## src/rtl/mpf_vtp_csr_responder.sv

```systemverilog
// CSR responder for the VTP translation block: feature header, mode/page-table
// registers, single-page invalidate handshake and hit/miss/fail statistics.
module mpf_vtp_csr_responder #(
  parameter int          N_CSR_IDX_BITS = 4,
  parameter logic [63:0] VTP_UUID_L     = 64'h0,
  parameter logic [63:0] VTP_UUID_H     = 64'h0,
  parameter int          STAT_CNT_WIDTH = 48
) (
  input  logic                      clk,
  input  logic                      reset_n,
  input  logic [N_CSR_IDX_BITS-1:0] csr_req_idx,
  input  logic                      rd_req_en,
  input  logic                      wr_req_en,
  input  logic [63:0]               wr_data,
  input  logic [63:0]               dfh_value,
  output logic                      rd_rsp_valid,
  output logic [63:0]               rd_data,
  output logic                      vtp_enable,
  output logic [63:0]               pt_paddr,
  output logic                      inval_all,
  output logic                      inval_valid,
  output logic [63:0]               inval_vpn,
  input  logic                      inval_ready,
  input  logic                      stat_hit,
  input  logic                      stat_miss,
  input  logic                      stat_fail
);

  localparam logic [N_CSR_IDX_BITS-1:0] IDX_DFH    = N_CSR_IDX_BITS'(0);
  localparam logic [N_CSR_IDX_BITS-1:0] IDX_UUID_L = N_CSR_IDX_BITS'(1);
  localparam logic [N_CSR_IDX_BITS-1:0] IDX_UUID_H = N_CSR_IDX_BITS'(2);
  localparam logic [N_CSR_IDX_BITS-1:0] IDX_MODE   = N_CSR_IDX_BITS'(3);
  localparam logic [N_CSR_IDX_BITS-1:0] IDX_PT     = N_CSR_IDX_BITS'(4);
  localparam logic [N_CSR_IDX_BITS-1:0] IDX_INVAL  = N_CSR_IDX_BITS'(5);
  localparam logic [N_CSR_IDX_BITS-1:0] IDX_STATUS = N_CSR_IDX_BITS'(6);
  localparam logic [N_CSR_IDX_BITS-1:0] IDX_HITS   = N_CSR_IDX_BITS'(7);
  localparam logic [N_CSR_IDX_BITS-1:0] IDX_MISSES = N_CSR_IDX_BITS'(8);
  localparam logic [N_CSR_IDX_BITS-1:0] IDX_FAILS  = N_CSR_IDX_BITS'(9);

  logic                      rdRspValid_q, rdRspValid_d;
  logic [63:0]               rdData_q, rdData_d;
  logic                      vtpEnable_q, vtpEnable_d;
  logic [63:0]               ptPaddr_q, ptPaddr_d;
  logic                      invalAll_q, invalAll_d;
  logic                      invalValid_q, invalValid_d;
  logic [63:0]               invalVpn_q, invalVpn_d;
  logic                      overflow_q, overflow_d;
  logic [STAT_CNT_WIDTH-1:0] hitCnt_q, hitCnt_d;
  logic [STAT_CNT_WIDTH-1:0] missCnt_q, missCnt_d;
  logic [STAT_CNT_WIDTH-1:0] failCnt_q, failCnt_d;

  logic        wrMode, wrPt, wrInval, wrStatus, wrHits, wrMisses, wrFails;
  logic [63:0] rdMux;

  assign wrMode   = wr_req_en && (csr_req_idx == IDX_MODE);
  assign wrPt     = wr_req_en && (csr_req_idx == IDX_PT);
  assign wrInval  = wr_req_en && (csr_req_idx == IDX_INVAL);
  assign wrStatus = wr_req_en && (csr_req_idx == IDX_STATUS);
  assign wrHits   = wr_req_en && (csr_req_idx == IDX_HITS);
  assign wrMisses = wr_req_en && (csr_req_idx == IDX_MISSES);
  assign wrFails  = wr_req_en && (csr_req_idx == IDX_FAILS);

  // Reads see register state before any same-cycle write lands.
  always_comb begin
    rdMux = '0;
    case (csr_req_idx)
      IDX_DFH:    rdMux = dfh_value;
      IDX_UUID_L: rdMux = VTP_UUID_L;
      IDX_UUID_H: rdMux = VTP_UUID_H;
      IDX_MODE:   rdMux = {63'b0, vtpEnable_q};
      IDX_PT:     rdMux = ptPaddr_q;
      IDX_STATUS: rdMux = {62'b0, overflow_q, invalValid_q};
      IDX_HITS:   rdMux = 64'(hitCnt_q);
      IDX_MISSES: rdMux = 64'(missCnt_q);
      IDX_FAILS:  rdMux = 64'(failCnt_q);
      default:    rdMux = '0;
    endcase
  end

  always_comb begin
    rdRspValid_d = rd_req_en;
    rdData_d     = rd_req_en ? rdMux : 64'h0;
    vtpEnable_d  = wrMode ? wr_data[0] : vtpEnable_q;
    invalAll_d   = wrMode && wr_data[1];
    ptPaddr_d    = wrPt ? wr_data : ptPaddr_q;

    invalValid_d = invalValid_q;
    invalVpn_d   = invalVpn_q;
    overflow_d   = overflow_q;
    if (wrStatus && wr_data[1]) begin
      overflow_d = 1'b0;
    end
    if (invalValid_q && inval_ready) begin
      invalValid_d = 1'b0;
    end
    // A pending request (even one completing this cycle) blocks new loads.
    if (wrInval) begin
      if (invalValid_q) begin
        overflow_d = 1'b1;
      end else begin
        invalValid_d = 1'b1;
        invalVpn_d   = wr_data;
      end
    end

    hitCnt_d = hitCnt_q;
    if (wrHits) hitCnt_d = '0;
    else if (stat_hit) hitCnt_d = hitCnt_q + STAT_CNT_WIDTH'(1);

    missCnt_d = missCnt_q;
    if (wrMisses) missCnt_d = '0;
    else if (stat_miss) missCnt_d = missCnt_q + STAT_CNT_WIDTH'(1);

    failCnt_d = failCnt_q;
    if (wrFails) failCnt_d = '0;
    else if (stat_fail) failCnt_d = failCnt_q + STAT_CNT_WIDTH'(1);
  end

  always_ff @(posedge clk or negedge reset_n) begin
    if (!reset_n) begin
      rdRspValid_q <= 1'b0;
      rdData_q     <= '0;
      vtpEnable_q  <= 1'b0;
      ptPaddr_q    <= '0;
      invalAll_q   <= 1'b0;
      invalValid_q <= 1'b0;
      invalVpn_q   <= '0;
      overflow_q   <= 1'b0;
      hitCnt_q     <= '0;
      missCnt_q    <= '0;
      failCnt_q    <= '0;
    end else begin
      rdRspValid_q <= rdRspValid_d;
      rdData_q     <= rdData_d;
      vtpEnable_q  <= vtpEnable_d;
      ptPaddr_q    <= ptPaddr_d;
      invalAll_q   <= invalAll_d;
      invalValid_q <= invalValid_d;
      invalVpn_q   <= invalVpn_d;
      overflow_q   <= overflow_d;
      hitCnt_q     <= hitCnt_d;
      missCnt_q    <= missCnt_d;
      failCnt_q    <= failCnt_d;
    end
  end

  assign rd_rsp_valid = rdRspValid_q;
  assign rd_data      = rdData_q;
  assign vtp_enable   = vtpEnable_q;
  assign pt_paddr     = ptPaddr_q;
  assign inval_all    = invalAll_q;
  assign inval_valid  = invalValid_q;
  assign inval_vpn    = invalVpn_q;

endmodule
```

## config.mk

```make
export PLATFORM = sky130hd
export DESIGN_NAME = mpf_vtp_csr_responder
export DESIGN_NICKNAME = d
export VERILOG_FILES = /design/src/rtl/mpf_vtp_csr_responder.sv
export SDC_FILE = /design/constraint.sdc
export NUM_CORES = 1
export LEC_CHECK = 0
export ABC_AREA = 1
export BUFFER_PORTS_ARGS = -buffer_cell sky130_fd_sc_hd__buf_2
export CAP_MARGIN = 20
export CORE_AREA = 5 5 234 179
export DETAILED_ROUTE_END_ITERATION = 7
export DIE_AREA = 0 0 239 184
export PLACE_DENSITY = 0.67
export SYNTH_ARGS = -nofsm -noshare
export SYNTH_HDL_FRONTEND = slang
export SYNTH_SLANG_ARGS = --single-unit
export TNS_END_PERCENT = 20
```

## constraint.sdc

```tcl
create_clock -name clk -period 2.2 [get_ports clk]
set_input_delay 0.33 -clock clk [delete_from_list [all_inputs] [get_ports clk]]
set_output_delay 0.33 -clock clk [all_outputs]
set_load 0.005 [all_outputs]
```

==> summary.txt, run 1 <==
Run status
  – Outcome: completed

Clock tree
  – CTS root buf: clkbuf_16
  – CTS tree: built
  – Clock-pin transition on the worst setup and hold timing paths: 0.07 ns
  – Clock Latency Late Sink: 0.56 ns
  – Sink Count: 341
  – Number of H-tree levels: 2
  – Clock buffer depth: 3
  – Cts bufs inserted: 37

Critical path
  – Critical path buffer and inverter count: 2
  – Crit path cell chain: ha_1, nand2_1, nor2_1, nand3_1, inv_1, nand2_1, nor2_1, nand2_1, nand2_1, inv_1, nor2_1
  – Max FO, Critical Path: 4
  – Crit path DAT: 2.48 ns
  – Critical Path Start Type: flop
  – Worst R2R Setup Slack: 0.20 ns
  – Setup CP Type: reg2reg
  – Critical path's top delay family: simple AND/OR/NAND/NOR gates
  – CP max-delay cell: dfrtp_1
  – CP dominant cell by count: nand2_1
  – Slowest stage delay, CP: 0.38 ns
  – Setup crit end kind: flop
  – Worst endpoint required time: 2.68 ns

Timing
  – Worst hold margin: between 0.015 and 0.02 ns
  – Fin. Hold Viols: 0
  – F_max: ~500 MHz
  – Period utilization: a little over 90%
  – Clock Skews: 0.0269 ns
  – Fin. max-slew vios: 0
  – Least-Margin Pin Slew: 0.670 ns
  – Setup TNS Final: 0 ns
  – Max-slew headroom: between 50% and 60%
  – Final min period: 2.00 ns
  – Final setup vio count: 0
  – Unrepaired setup endpoints after global routing: false

Power and ir drop
  – Pint: 12100 uW
  – Sequential power share: 46.1%
  – Logic gate share of total power: 16.8%
  – Clock network power share: 37.1%
  – Leakage: 0.0107 uW
  – Sw Ratio: 31.3%
  – Pwr/cell area: 822 nW/um^2
  – Net Sw Power: 5490 uW
  – Maximum vdd drop: 0.770 mV

Yosys
  – Cells after Synth: between 2000 and 2500
  – Ranking of synthesized cells by area: dfrtp_1 (49%), nand2_1 (15%), nor2_1 (8.0%), inv_1 (5.7%), nand3_1 (5.2%)
  – Synth warn: 0
  – Area leader, netlist: dfrtp_1
  – Synthesized flop and latch total: 341
  – Syn nets: 2580
  – Mapped Avg Cell Area: ~7.2 um^2
  – Yosys top cell area share: 48.7%
  – Post-synth top flop: dfrtp_1
  – Library cells used by synthesis: 36
  – Synthesized area: between 15000 and 20000 um^2
  – Register area share after synthesis: 48.7%
  – EDFF count, synth: 0
  – Post-synth ARST share: between 90% and 100%

Place
  – Dpl hpwl: between 50 and 60 mm
  – GPL Wtd Cong: approximately 1.0
  – Port Buffers: 335

Layout
  – Ratio of cells with drive above 1 in the final layout: 17.2%
  – Area grow syn2layout: 21.7%
  – Nets@finish: 2918
  – Layout Utilization: 54.5%

Floorplanning
  – Starting Density: 44.7%
  – Die ar.: roughly 44000 um^2
  – Core Rows: between 60 and 70
  – Core area: 39200 um^2
  – Die height: approximately 180 um
  – Die width: roughly 240 um
  – IO Count: 336

GRT
  – Global route overflow: 0
  – Initial antenna violation count: 7
  – Gr usage total: 30.8%
  – Number of global-route vias before repair: 17055
  – Global-route wire length before repair: between 100 and 150 mm
  – Pin count of the biggest net entering global routing: 125

Detailed routing
  – Antenna viol nets, final: 0
  – Initial DRT Pass Iterations: 7
  – Via count: 18224
  – Drc violations: 0
  – Routed wire length: 69.5 mm
  – Vias/cell: approximately 5.5
  – DR WL/cell: 20.9 um
  – Detailed Route Iter0 Violations: 2378

Worst hold path
  – Hold WC Path Type: in2reg

Flow run
  – MaxCap Viol Count: 0
## logic make-up (layout without fill, tap and decap cells)
| group | Yosys count | count (layout) | share of synthesized area [%] |
|---|---|---|---|
| compound gates | 385 | 385 | 11.5 |
| flops | 341 | 341 | 48.7 |
| xor+xnor | 2 | 2 | 0.0999 |
| simple gates | 1337 | 1337 | 31.3 |
| buf+inv | 368 | 733 | 8.12 |
| mux | 1 | 1 | 0.0642 |
| other cells | 0 | 4 | 0 |
| fa+ha+maj | 3 | 3 | 0.214 |
## area by class of cell
class / instances / area, um^2
fill: 3784 / 17800
sequential: 341 / 8530
multi-input combinational: 1728 / 7600
timing repair buffer: 390 / 2230
clock buffer: 47 / 1040
inverter: 277 / 1040
tap: 520 / 651
clock inverter: 19 / 221
antenna: 4 / 10.0
## metrics by stage
step	total power [uW]	setup WS, ns	std cells	instance area (um^2)
final	17500	0.201	3326	21300
after global routing	18300	0.0338	3322	21300
after CTS	17600	0.301	3322	21300
after detailed placement	11100	0.179	3253	20000
after global placement	11000	0.221	3253	20000
after floorplan	9290	0.648	2437	17500
## per-layer routing
layer  global-route usage (%)  wire (um)  vias to the layer above
li1                         -          -                     8458
met1                     45.8      30000                     8596
met2                     43.9      28900                     1031
met3                     9.28       8400                      131
met4                     8.33       2110                        8
met5                        0         55                        -
## cells in the mapped netlist (2+ instances only)
master      n
ha_1        3
nand3b_1    3
o21ai_0   125
dfrtp_1   341
nor2_1    375
nand2_2     4
nor4_1      2
buf_1      12
nand4_1    25
nor2_4      4
a31oi_1    22
clkbuf_1   50
nor2_2      8
o22ai_1    28
o21ai_1    74
nand2_1   685
inv_2       8
or2_0       2
nor3_1     31
inv_1     268
a21oi_1   124
nand3_1   181
buf_2      28
o21a_1      4
and2_1      7
nor3b_1     7
o21bai_1    7
## power groups by stage
stage | registers [uW] | clock network [uW] | logic [uW]
after detailed placement | 8150 | 0 | 2920
after CTS | 8050 | 6590 | 2930
after floorplan | 7930 | 0 | 1360
after global placement | 8150 | 0 | 2840
after global routing | 8200 | 6840 | 3290
final | 8090 | 6510 | 2940
## flip-flops by register name, summed over array words and instances, names as in the netlist
| register | flops |
|---|---|
| inval_all | 1 |
| pt_paddr | 64 |
| missCnt_q | 48 |
| inval_valid | 1 |
| rd_rsp_valid | 1 |
| hitCnt_q | 48 |
| vtp_enable | 1 |
| overflow_q | 1 |
| rd_data | 64 |
| failCnt_q | 48 |
| inval_vpn | 64 |
## what timing repair did
action                                 in CTS  in global routing
setup buffers                               0                  0
setup endpoints to repair                   0                  0
hold buffers                                3                  0
resized for setup                           0                  0
endpoints found under the hold margin      29                  0
## final timing paths
kind	from	end	cells past startpoint
max	failCnt_q[0]	failCnt_q[34]	11
min	wr_data[0]	pt_paddr[0]	3
min reg2reg	inval_vpn[50]	inval_vpn[50]	2
max in group asynchronous	reset_n	rd_data[62]	3
max reg2reg	failCnt_q[0]	failCnt_q[34]	11
min in group asynchronous	reset_n	inval_vpn[20]	2
## layout by cell type, fill, tap and decap left out, types with 10 or more instances in the layout
master / Yosys / layout
buf_2: 28 / 334
buf_4: 1 / 42
nor2_1: 375 / 373
clkbuf_16: 0 / 37
a31oi_1: 22 / 22
buf_12: 0 / 10
nor3_1: 31 / 31
a21oi_1: 124 / 124
dfrtp_1: 341 / 341
o22ai_1: 28 / 28
inv_1: 268 / 268
nand3_1: 181 / 181
nand2_1: 685 / 684
o21ai_1: 74 / 74
o21ai_0: 125 / 125
nand4_1: 25 / 25
## tightest hold or removal path, cell delays in order
cell and delay, ns:
buf_2 0.09, nand2_1 0.04, o21ai_0 0.06
No activity file was read; power rests on OpenSTA's default activity.
==> run 2, diff against run 1 <==
==> constraint.sdc (replaced) <==
create_clock -name clk -period 2.2 [get_ports clk]
set_input_delay 0.22 -clock clk [delete_from_list [all_inputs] [get_ports clk]]
set_output_delay 0.22 -clock clk [all_outputs]
set_load 0.005 [all_outputs]
==> run 2 against run 1 <==
Net effect: clock skew shrank 0.0072 ns; critical path depth is 1 lower; final area grew 4.5%; worst setup slack better by 0.015 ns; register-to-register slack is essentially flat.
==> summary.txt, run 2 (same netlist as run 1, synthesis figures left out) <==
Run status
  – Outcome: completed

Clock tree
  – Clock Latency Late Sink: 0.55 ns
  – Number of H-tree levels: 2
  – Cts bufs inserted: 37
  – # Post-CTS Setup Buffers: 0
  – CTS tree: built
  – Sink Count: approximately 340
  – Clock buffer depth: 3
  – CTS root buf: clkbuf_16
  – Clock-pin transition on the worst setup and hold timing paths: 0.06 ns

GRT
  – Gr usage total: 31.4%
  – Initial antenna violation count: 6
  – Global route overflow: 0
  – Pin count of the biggest net entering global routing: 125
  – Number of global-route vias before repair: approximately 18000
  – Global-route wire length before repair: 106 mm

Power and ir drop
  – Clock network power share: 37.5%
  – Sequential power share: 45.1%
  – Leakage: 0.0111 uW
  – Pwr/cell area: 804 nW/um^2
  – Logic gate share of total power: 17.4%
  – Sw Ratio: 30.7%
  – Net Sw Power: around 5500 uW
  – Pint: 12400 uW
  – Maximum vdd drop: roughly 0.57 mV

Critical path
  – Crit path DAT: between 2 and 2.5 ns
  – CP max-delay cell: dfrtp_1
  – Critical path buffer and inverter count: 1
  – Setup crit end kind: flop
  – Max FO, Critical Path: 5
  – Critical Path Start Type: flop
  – CP dominant cell by count: nand2_1
  – Slowest stage delay, CP: 0.42 ns
  – Critical R2R Launch: hitCnt_q[1]
  – Critical path's top delay family: simple AND/OR/NAND/NOR gates
  – Setup CP Type: reg2reg
  – Crit path cell chain: ha_1, inv_1, nor2_2, nand2_1, nor2_2, nand3_1, nor2_1, nand2_1, nand2_1, nor2_1
  – Crit path launch: hitCnt_q[1]
  – Worst endpoint required time: 2.63 ns

Timing
  – F_max: 504 MHz
  – Max-slew headroom: 57.5%
  – Min setup slack post-route: 0.216 ns
  – Unrepaired setup endpoints after global routing: false
  – Final setup vio count: 0
  – Fin. max-slew vios: 0
  – Worst hold margin: between 0.02 and 0.03 ns
  – Least-Margin Pin Slew: 0.630 ns
  – Clock Skews: 0.0197 ns
  – Final min period: 1.98 ns
  – Fin. Hold Viols: 0
  – Period utilization: 90.2%
  – Setup TNS Final: 0 ns

Detailed routing
  – Routed wire length: 71.1 mm
  – Via count: ~19000
  – DR WL/cell: 20.8 um
  – Antenna viol nets, final: 0
  – Vias/cell: 5.44
  – Drc violations: 0
  – Initial DRT Pass Iterations: 8
  – Detailed Route Iter0 Violations: about 2000

Flow run
  – MaxCap Viol Count: 0

Worst hold path
  – HP Start: dfh_value[25]
  – Hold WC Path Type: in2reg

Floorplanning
  – Starting Density: 44.7%
  – Die width: 239 um
  – Core Rows: 63
  – Die height: 184 um
  – Core area: 39200 um^2
  – IO Count: between 300 and 400
  – Die ar.: between 40000 and 50000 um^2

Layout
  – Commonest non-fill, non-tap cell in the layout: nand2_1
  – Highest-count cells in the layout ignoring fill and taps: nand2_1 (684), nor2_1 (372), dfrtp_1 (341), buf_2 (334), inv_1 (268)
  – Ratio of cells with drive above 1 in the final layout: 16.5%
  – Nets@finish: ~3000
  – Area grow syn2layout: 27.2%

Place
  – Placement Setup Slack: about 0.2 ns
  – Dpl hpwl: 54.7 mm
  – Port Buffers: about 340
  – GPL Wtd Cong: ~1.0
run 2: cell count changes in the layout (fill, tap and decap cells not counted), sizes merged:
cell	change
clkinvlp	-2
diode	-1
buf	-2
inv	-2
bufinv	+2
dlygate4sd3	+95
clkbuf	+3
clkinv	-1
run 2: worst register-to-register path, stage by stage, from the launching register on:
cell     delay, ns
dfrtp_1       0.42
ha_1          0.21
inv_1         0.06
nor2_2        0.18
nand2_1       0.11
nor2_2        0.23
nand3_1       0.27
nor2_1        0.21
nand2_1       0.08
nand2_1       0.07
nor2_1        0.04
run 2: stage by stage:
step	area (um^2)	util, %	total power (uW)	cells
floorplan	17500	-	9290	2437
CTS	22300	56.9	17900	3415
global placement	20000	51.1	11000	3251
global route	22300	56.9	18600	3416
detailed placement	20000	51.1	11000	3251
finish	22300	56.9	17900	3418
run 2: worst paths after layout:
path	depth (start not counted)	slack, ns	to
worst max register to register	10	0.22	hitCnt_q[40]
worst max-delay path	10	0.22	hitCnt_q[40]
worst min-delay path	3	0.03	rd_data[25]
max in group asynchronous	3	1.18	rd_data[27]
min in group asynchronous	2	0.21	inval_vpn[22]
worst min register to register	2	0.49	inval_vpn[56]
run 2: repair_timing:
action,CTS,global route
gates resized for setup,0,1
endpoints found under the hold margin,214,0
hold buffers,98,0
endpoints found under the setup margin,0,5
run 2: layout make-up:
type / instances / area (um^2)
fill: 3625 / 16900
sequential: 341 / 8530
multi-input combinational: 1728 / 7600
timing repair buffer: 483 / 3160
clock buffer: 50 / 1060
inverter: 277 / 1040
tap: 520 / 651
clock inverter: 16 / 236
antenna: 3 / 7.51
run 2: layer usage:
layer	GRT usage [%]	share of wire, %	vias up	wire length [um]
met5	0	0.070	-	50
met4	9.47	3.4	6	2450
met3	7.71	10	153	7240
met2	46.2	43	930	30400
met1	46.1	44	8855	31000
li1	-	-	8638	-
run 2: power by group through the flow:
stage	Combinational, uW	Sequential, uW	Clock (uW)
global route	3440	8180	7010
finish	3120	8080	6720
CTS	3060	8040	6780
global placement	2840	8120	0
detailed placement	2910	8130	0
floorplan	1360	7930	0
